$ cat src/rtl/instr_fetch_unit.sv
// instr_fetch_unit: fetches 16-bit instructions over a request/ready handshake and
// hands them to decode over valid/ready, applying jump/branch redirects on accept.
module instr_fetch_unit #(
   parameter logic [15:0] RESET_PC = 16'h0000
) (
   input  logic        clock,
   input  logic        reset_n,
   output logic        imem_req,
   output logic [15:0] imem_addr,
   input  logic        imem_ready,
   input  logic [15:0] imem_rdata,
   output logic        instr_valid,
   input  logic        instr_ready,
   output logic [15:0] instr,
   output logic [3:0]  opcode,
   output logic [15:0] pc_out,
   input  logic        jump,
   input  logic        branch_taken
);
   typedef enum logic [1:0] {RESET_WAIT, FETCH, HOLD} state_t;
   state_t state;
   logic [15:0] pc;
   logic [15:0] next_pc;
   assign imem_addr = pc;
   assign opcode = instr[15:12];
   // jump keeps the page of the held instruction; branch offset is a signed nibble
   assign next_pc = jump ? {pc_out[15:12], instr[11:0]}
                  : branch_taken ? pc_out + 16'd1 + {{12{instr[3]}}, instr[3:0]}
                  : pc_out + 16'd1;
   always_ff @(posedge clock or negedge reset_n) begin
      if (!reset_n) begin
         state       <= RESET_WAIT;
         pc          <= RESET_PC;
         pc_out      <= RESET_PC;
         instr       <= 16'h0000;
         imem_req    <= 1'b0;
         instr_valid <= 1'b0;
      end else begin
         case (state)
            RESET_WAIT: begin
               state    <= FETCH;
               imem_req <= 1'b1;
            end
            FETCH: if (imem_ready) begin
               instr       <= imem_rdata;
               pc_out      <= pc;
               imem_req    <= 1'b0;
               instr_valid <= 1'b1;
               state       <= HOLD;
            end
            HOLD: if (instr_ready) begin
               pc          <= next_pc;
               instr_valid <= 1'b0;
               imem_req    <= 1'b1;
               state       <= FETCH;
            end
            default: begin
               state       <= RESET_WAIT;
               imem_req    <= 1'b0;
               instr_valid <= 1'b0;
            end
         endcase
      end
   end
endmodule

$ cat config.mk
export PLATFORM = sky130hd
export DESIGN_NAME = instr_fetch_unit
export DESIGN_NICKNAME = d
export VERILOG_FILES = /design/src/rtl/instr_fetch_unit.sv
export SDC_FILE = /design/constraint.sdc
export NUM_CORES = 1
export LEC_CHECK = 0
export CAP_MARGIN = 20
export CORE_ASPECT_RATIO = 0.75
export CORE_MARGIN = 4
export CORE_UTILIZATION = 69
export CTS_BUF_LIST = sky130_fd_sc_hd__clkbuf_16
export DETAILED_ROUTE_END_ITERATION = 8
export DONT_BUFFER_PORTS = 1
export GPL_TIMING_DRIVEN = 1
export PLACE_DENSITY = 0.87
export SETUP_SLACK_MARGIN = 0.3
export SLEW_MARGIN = 40
export SYNTH_ARGS = -nofsm -noshare
export SYNTH_HDL_FRONTEND = slang
export SYNTH_SLANG_ARGS = --single-unit
$ cat constraint.sdc
create_clock -name clock -period 8.4 [get_ports clock]
set_clock_uncertainty 0.1 [all_clocks]
set_input_delay 1.68 -clock clock [delete_from_list [all_inputs] [get_ports clock]]
set_output_delay 1.68 -clock clock [all_outputs]
set_load 0.005 [all_outputs]
# Yosys cells after proc, flatten, opt, wreduce, memory -nomap -nowiden
# Cells that the tools add are included.
[totals] mem_bits_rw=0 regBits=52 memories=0 rom_bits=0 inputBits=22 latch_bits=0 output_inout_bits=54 wordCells=29
[classes] multipliers=0 n_reduce_logical=5 shifts=0 magnitude_cmp=0 mux=11 bitwise_logic=1 eq_ne=4 n_addsub=2 div=0
[ops] cell="$mux 16" n=2
[ops] cell="$add 16x1->16 const B" n=1
[ops] cell="$add 16x16->16" n=1
[ops] cell="$pmux 1 s3" n=2
[ops] cell="$pmux 2 s3" n=1
[ops] cell="$reduce_and 2->1" n=3
[ops] cell="$mux 1" n=4
[ops] cell="$mux 2" n=2
[ops] cell="$ne 2x2->1 const B" n=2
[ops] cell="$reduce_and 3->1" n=1
[ops] cell="$eq 2x1->1 const B" n=1
[ops] cell="$eq 2x2->1 const B" n=1
[ops] cell="$logic_not 2->1" n=1
[ops] cell="$not 1->1" n=1

# Longest topological paths before layout
[depth] word_depth=4 ltp_mapped=15 ltp_nobuf=15

# Least setup slack after synthesis
# OpenSTA, ideal clock, no wires.
[synth_timing] kind="reg2reg" from="reg pc_out[0]" to="reg pc[15], in the netlist imem_addr[15]" stages_incl_launch_ff=16 period_less_slack_ns=3.212 setup_slack_ns=5.188 t_required_ns=8.218 path_buffers=0 t_arrival_ns=3.031 setup_ns=0.082 path_cell_list="dfrtp_1 > ha_1 > nand2_1 > nor2_1 > and3_1 > and3_1 > xor2_1 > ha_1 > a21o_1 > a21o_1 > a21oi_2 > mux2i_1 > mux2i_1 > xnor2_1 > or3_1 > a31oi_1"
[synth_via] elab_chain_len=4
[synth_rtl] item="start: declaration" line_no="16" source="output logic [15:0] pc_out,"
[synth_rtl] item="start signal: assignment" line_no="46" source="pc_out <= pc;"
[synth_rtl] item="$add 16x1->16 *" line_no="28, 29"
[synth_rtl] item="$add 16x16->16" line_no="28" source=": branch_taken ? pc_out + 16'd1 + {{12{instr[3]}}, instr[3:0]}"
[synth_rtl] item="$mux 16 *" line_no="28"
[synth_rtl] item="$mux 16 *" line_no="27" source="assign next_pc = jump ? {pc_out[15:12], instr[11:0]}"
[synth_rtl] item="end signal: assignment" line_no="52" source="pc <= next_pc;"
[synth_rtl] item="end: declaration" line_no="22" source="logic [15:0] pc;"
# Mark *: on every way between the ends. The rest lies on a longest branch, timed or not.
# A chain may end at the register's enable or synchronous reset.

# Final worst setup path
[layout_timing] from="reg pc_out[2]" to="reg pc[15], in the netlist imem_addr[15]"
# Same word-level chain as after synthesis.

==> summary.md <==
| Metric | Value |
|---|---|
| Nets | 356 |
| Final Hold Vio Count | 0 |
| Crit Path Class | flop to flop |
| Crit-path cells | nand3_1 > nor3_1 > and3_1 > xor2_1 > ha_1 > o21ai_0 > a21oi_1 > nor2_1 > mux2i_1 > mux2i_1 > xnor2_1 > or3_1 > a31oi_1 |
| CP max FO | 6 |
| Initial Util | 0.718 |
| DRT iter0 DRCs | 176 |
| Area Growth Syn to Fin | 5.07% |
| Fin crit share | 0.442 |
| Number of global-route vias before repair | 2,298 |
| Crit-path slowest cell | nor3_1 |
| Via count | 2,382 |
| First drt pass iteration count | 4 |
| EDFF count, synth | 0 |
| Clock Power Share | 0.150 |
| P_leak | 0.00152 uW |
| Mapped cell area | 3210 um^2 |
| Sequential share of power | 0.346 |
| Flops & latches, synth | 51 |
| DRC viols | 0 |
| Unrepaired setup endpoints after global routing | false |
| Combinational share of power | 0.504 |
| CTS Sinks | 51 |
| Initial antenna violation count | 0 |
| # Post-CTS Setup Buffers | 0 |
| RD Place Congestion | 0.967 |
| PortBufs | 0 |
| Max clock buf depth | 2 |
| Crit-path max cell delay | 710 ps |
| Critical Path RT | 8510 ps |
| Clock network latency to the later pin of the worst-skew pair | 290 ps |
| Cells after Synth | 321 |
| Total congestion overflow | 0 |
| PwrDens | 458 nW/um^2 |
| H-Tree Depth | 2 |
| Status | finished clean |
| # IOs | 76 |
| Cts bufs inserted | 5 |
| Layout cell share with drive strength beyond 1 | 0.169 |
| Fin. max-slew vios | 0 |
| Dpl cells | 363 |
| Async SR Flop Fraction | 1.00 |
| Net count after synthesis | 364 |
| Most frequent CP cell | mux2i_1 |
| Synth Warn # | 0 |
| Period minus WS final | 3710 ps |
| Site Rows | 21 |
| Max VDD drop | 0.255 mV |
| Wire length of the first global-routing pass | 11,400 um |
| Diodes inserted | 0 |
| Final Instance Count excl. Fillers | 371 |
| Sequential area share after synthesis | 0.398 |
| Tot GR Track Use | 0.252 |
| Critical Path End Type | flop |
| Detailed placement HPWL | 5130 um |
| P_int | 885 uW |
| Reported max-cap violation count | 0 |
| Sw frac | 0.427 |
| Filler cells | 310 |
| Cts repair resizes | 0 |
| Post-synth cell types | 40 |
| Peak Freq | 270 MHz |
| DR WL/cell | 19.2 um |
| Die Area | 5820 um^2 |
| # setup viols final | 0 |
| Share of the synthesized area in the top cell type | 0.398 |
| Core Footprint | 4470 um^2 |
| Post-Route WL | 7120 um |
| CTS tree | done |
| Critical path arrival | 3820 ps |
| Root Driver | clkbuf_16 |
| Switching power | 658 uW |
| Slew headroom | 0.448 |
| Die H | 67.1 um |
| Min-Delay Path Class | flop to flop |
| Ranking of synthesized cells by area | dfrtp_1 (40%), mux2_2 (12%), ha_1 (7.8%), xnor2_1 (4.1%), o21ai_0 (3.7%) |
| Worst setup SP type | flop |
| Clk slew on worst S/H paths | 70 ps |
| Hold_buf cts | 0 |
| Area leader, netlist | dfrtp_1 |
| Largest net degree at the start of global routing | 52 |
| Via-per-instance ratio | 6.42 |
| Main synth FF type | dfrtp_1 |
| Worst slew pin tran | 821 ps |
| Routed Antenna Nets | 0 |
| Avg Cell Area, Syn | 10.0 um^2 |
| Setup TNS | 0 ps |
| Die width | 86.8 um |
synth_stat cells, types with 3 or more instances:
cell	number
a21o_1	6
a21oi_1	16
a21oi_2	4
a31oi_1	4
and3_1	8
buf_4	5
clkbuf_1	9
dfrtp_1	51
ha_1	20
inv_1	6
mux2_2	34
mux2i_1	7
nand2_1	30
nand2b_1	3
nand3_1	16
nor2_1	20
o211ai_1	3
o21ai_0	24
xnor2_1	15
xor2_1	12
through the flow:
stage / total power, uW / worst slack (ps) / area, um^2 / hold WS, ps / utilization
5_1_grt: 1670 / 4480 / 3370 / 483 / 0.755
3_3_place_gp: 1260 / 4880 / 3200 / 410 / 0.716
4_1_cts: 1540 / 4730 / 3370 / 444 / 0.754
3_5_place_dp: 1300 / 4760 / 3200 / 427 / 0.716
6_report: 1540 / 4690 / 3370 / 437 / 0.755
2_1_floorplan: 1150 / 5190 / 3210 / 388 / -
cells by family after synthesis:
group / count (synthesis) / synth area share
AO/OA/AOI/OAI: 73 / 0.146
adder cells (fa/ha/maj): 21 / 0.0842
XOR/XNOR: 27 / 0.0737
AND/OR/NAND/NOR: 86 / 0.122
multiplexers: 41 / 0.141
flip-flops: 51 / 0.398
buffers and inverters: 22 / 0.0351
critical path: cells and delay by family, from the launching register on:
family | cells | cell delay [ps]
AOI/OAI and AO/OA | 3 | 440
adders and majority gates | 1 | 320
muxes | 2 | 300
and+or+nand+nor | 5 | 1640
DFF | 1 | 470
xor gates and xnor gates | 2 | 370
worst paths after layout:
path | from | end | slack [ps] | cells after the start
min in group asynchronous | reset_n | imem_addr[7] | 980 | 0
max in group asynchronous | reset_n | instr[2] | 7130 | 0
max | pc_out[2] | imem_addr[15] | 4690 | 13
min | instr_valid | instr_valid | 440 | 2
min reg2reg | instr_valid | instr_valid | 440 | 2
max reg2reg | pc_out[2] | imem_addr[15] | 4690 | 13
cell type report:
class                   instances  area (um^2)  area share
multi-input cells             248         1820       0.541
clock buffers                   5          125      0.0371
inverters                       6         22.5     0.00668
repair buffers                  1         7.51     0.00223
clock inverters                 3         46.3      0.0137
flip-flops and latches         51         1280       0.378
well taps                      57         71.3      0.0212
layout by cell type (no fill, tap or decap), types with 3 or more instances in the layout:
| master | count |
|---|---|
| o21ai_0 | 24 |
| and3_1 | 8 |
| nand3_1 | 16 |
| inv_1 | 6 |
| nand2b_1 | 3 |
| nor2_1 | 19 |
| a21o_1 | 6 |
| mux2_2 | 34 |
| ha_1 | 20 |
| xor2_1 | 12 |
| a31oi_1 | 4 |
| xnor2_1 | 15 |
| o211ai_1 | 3 |
| nand2_1 | 30 |
| dfrtp_1 | 51 |
| mux2i_1 | 7 |
| clkbuf_16 | 5 |
| a21oi_1 | 16 |
| a21oi_2 | 4 |
routing by layer:
layer  vias up  GRT usage  part of all wire
li1       1126          -                 -
met5         -          0                 0
met3         5     0.0606             0.072
met1      1160      0.316              0.41
met2        91      0.446              0.51
met4         0     0.0506            0.0076
power by group through the flow:
stage	Sequential, uW	Clock [uW]	Combinational (uW)
CTS	535	233	771
floorplan	483	0	666
global placement	534	0	728
finish	534	231	778
global route	559	242	864
detailed placement	540	0	763
flip-flops by register name, indices dropped and copies added (netlist names):
| register | cells |
|---|---|
| imem_addr | 16 |
| instr | 16 |
| pc_out | 16 |
| state | 2 |
| instr_valid | 1 |
No activity file was read; power rests on OpenSTA's default activity.
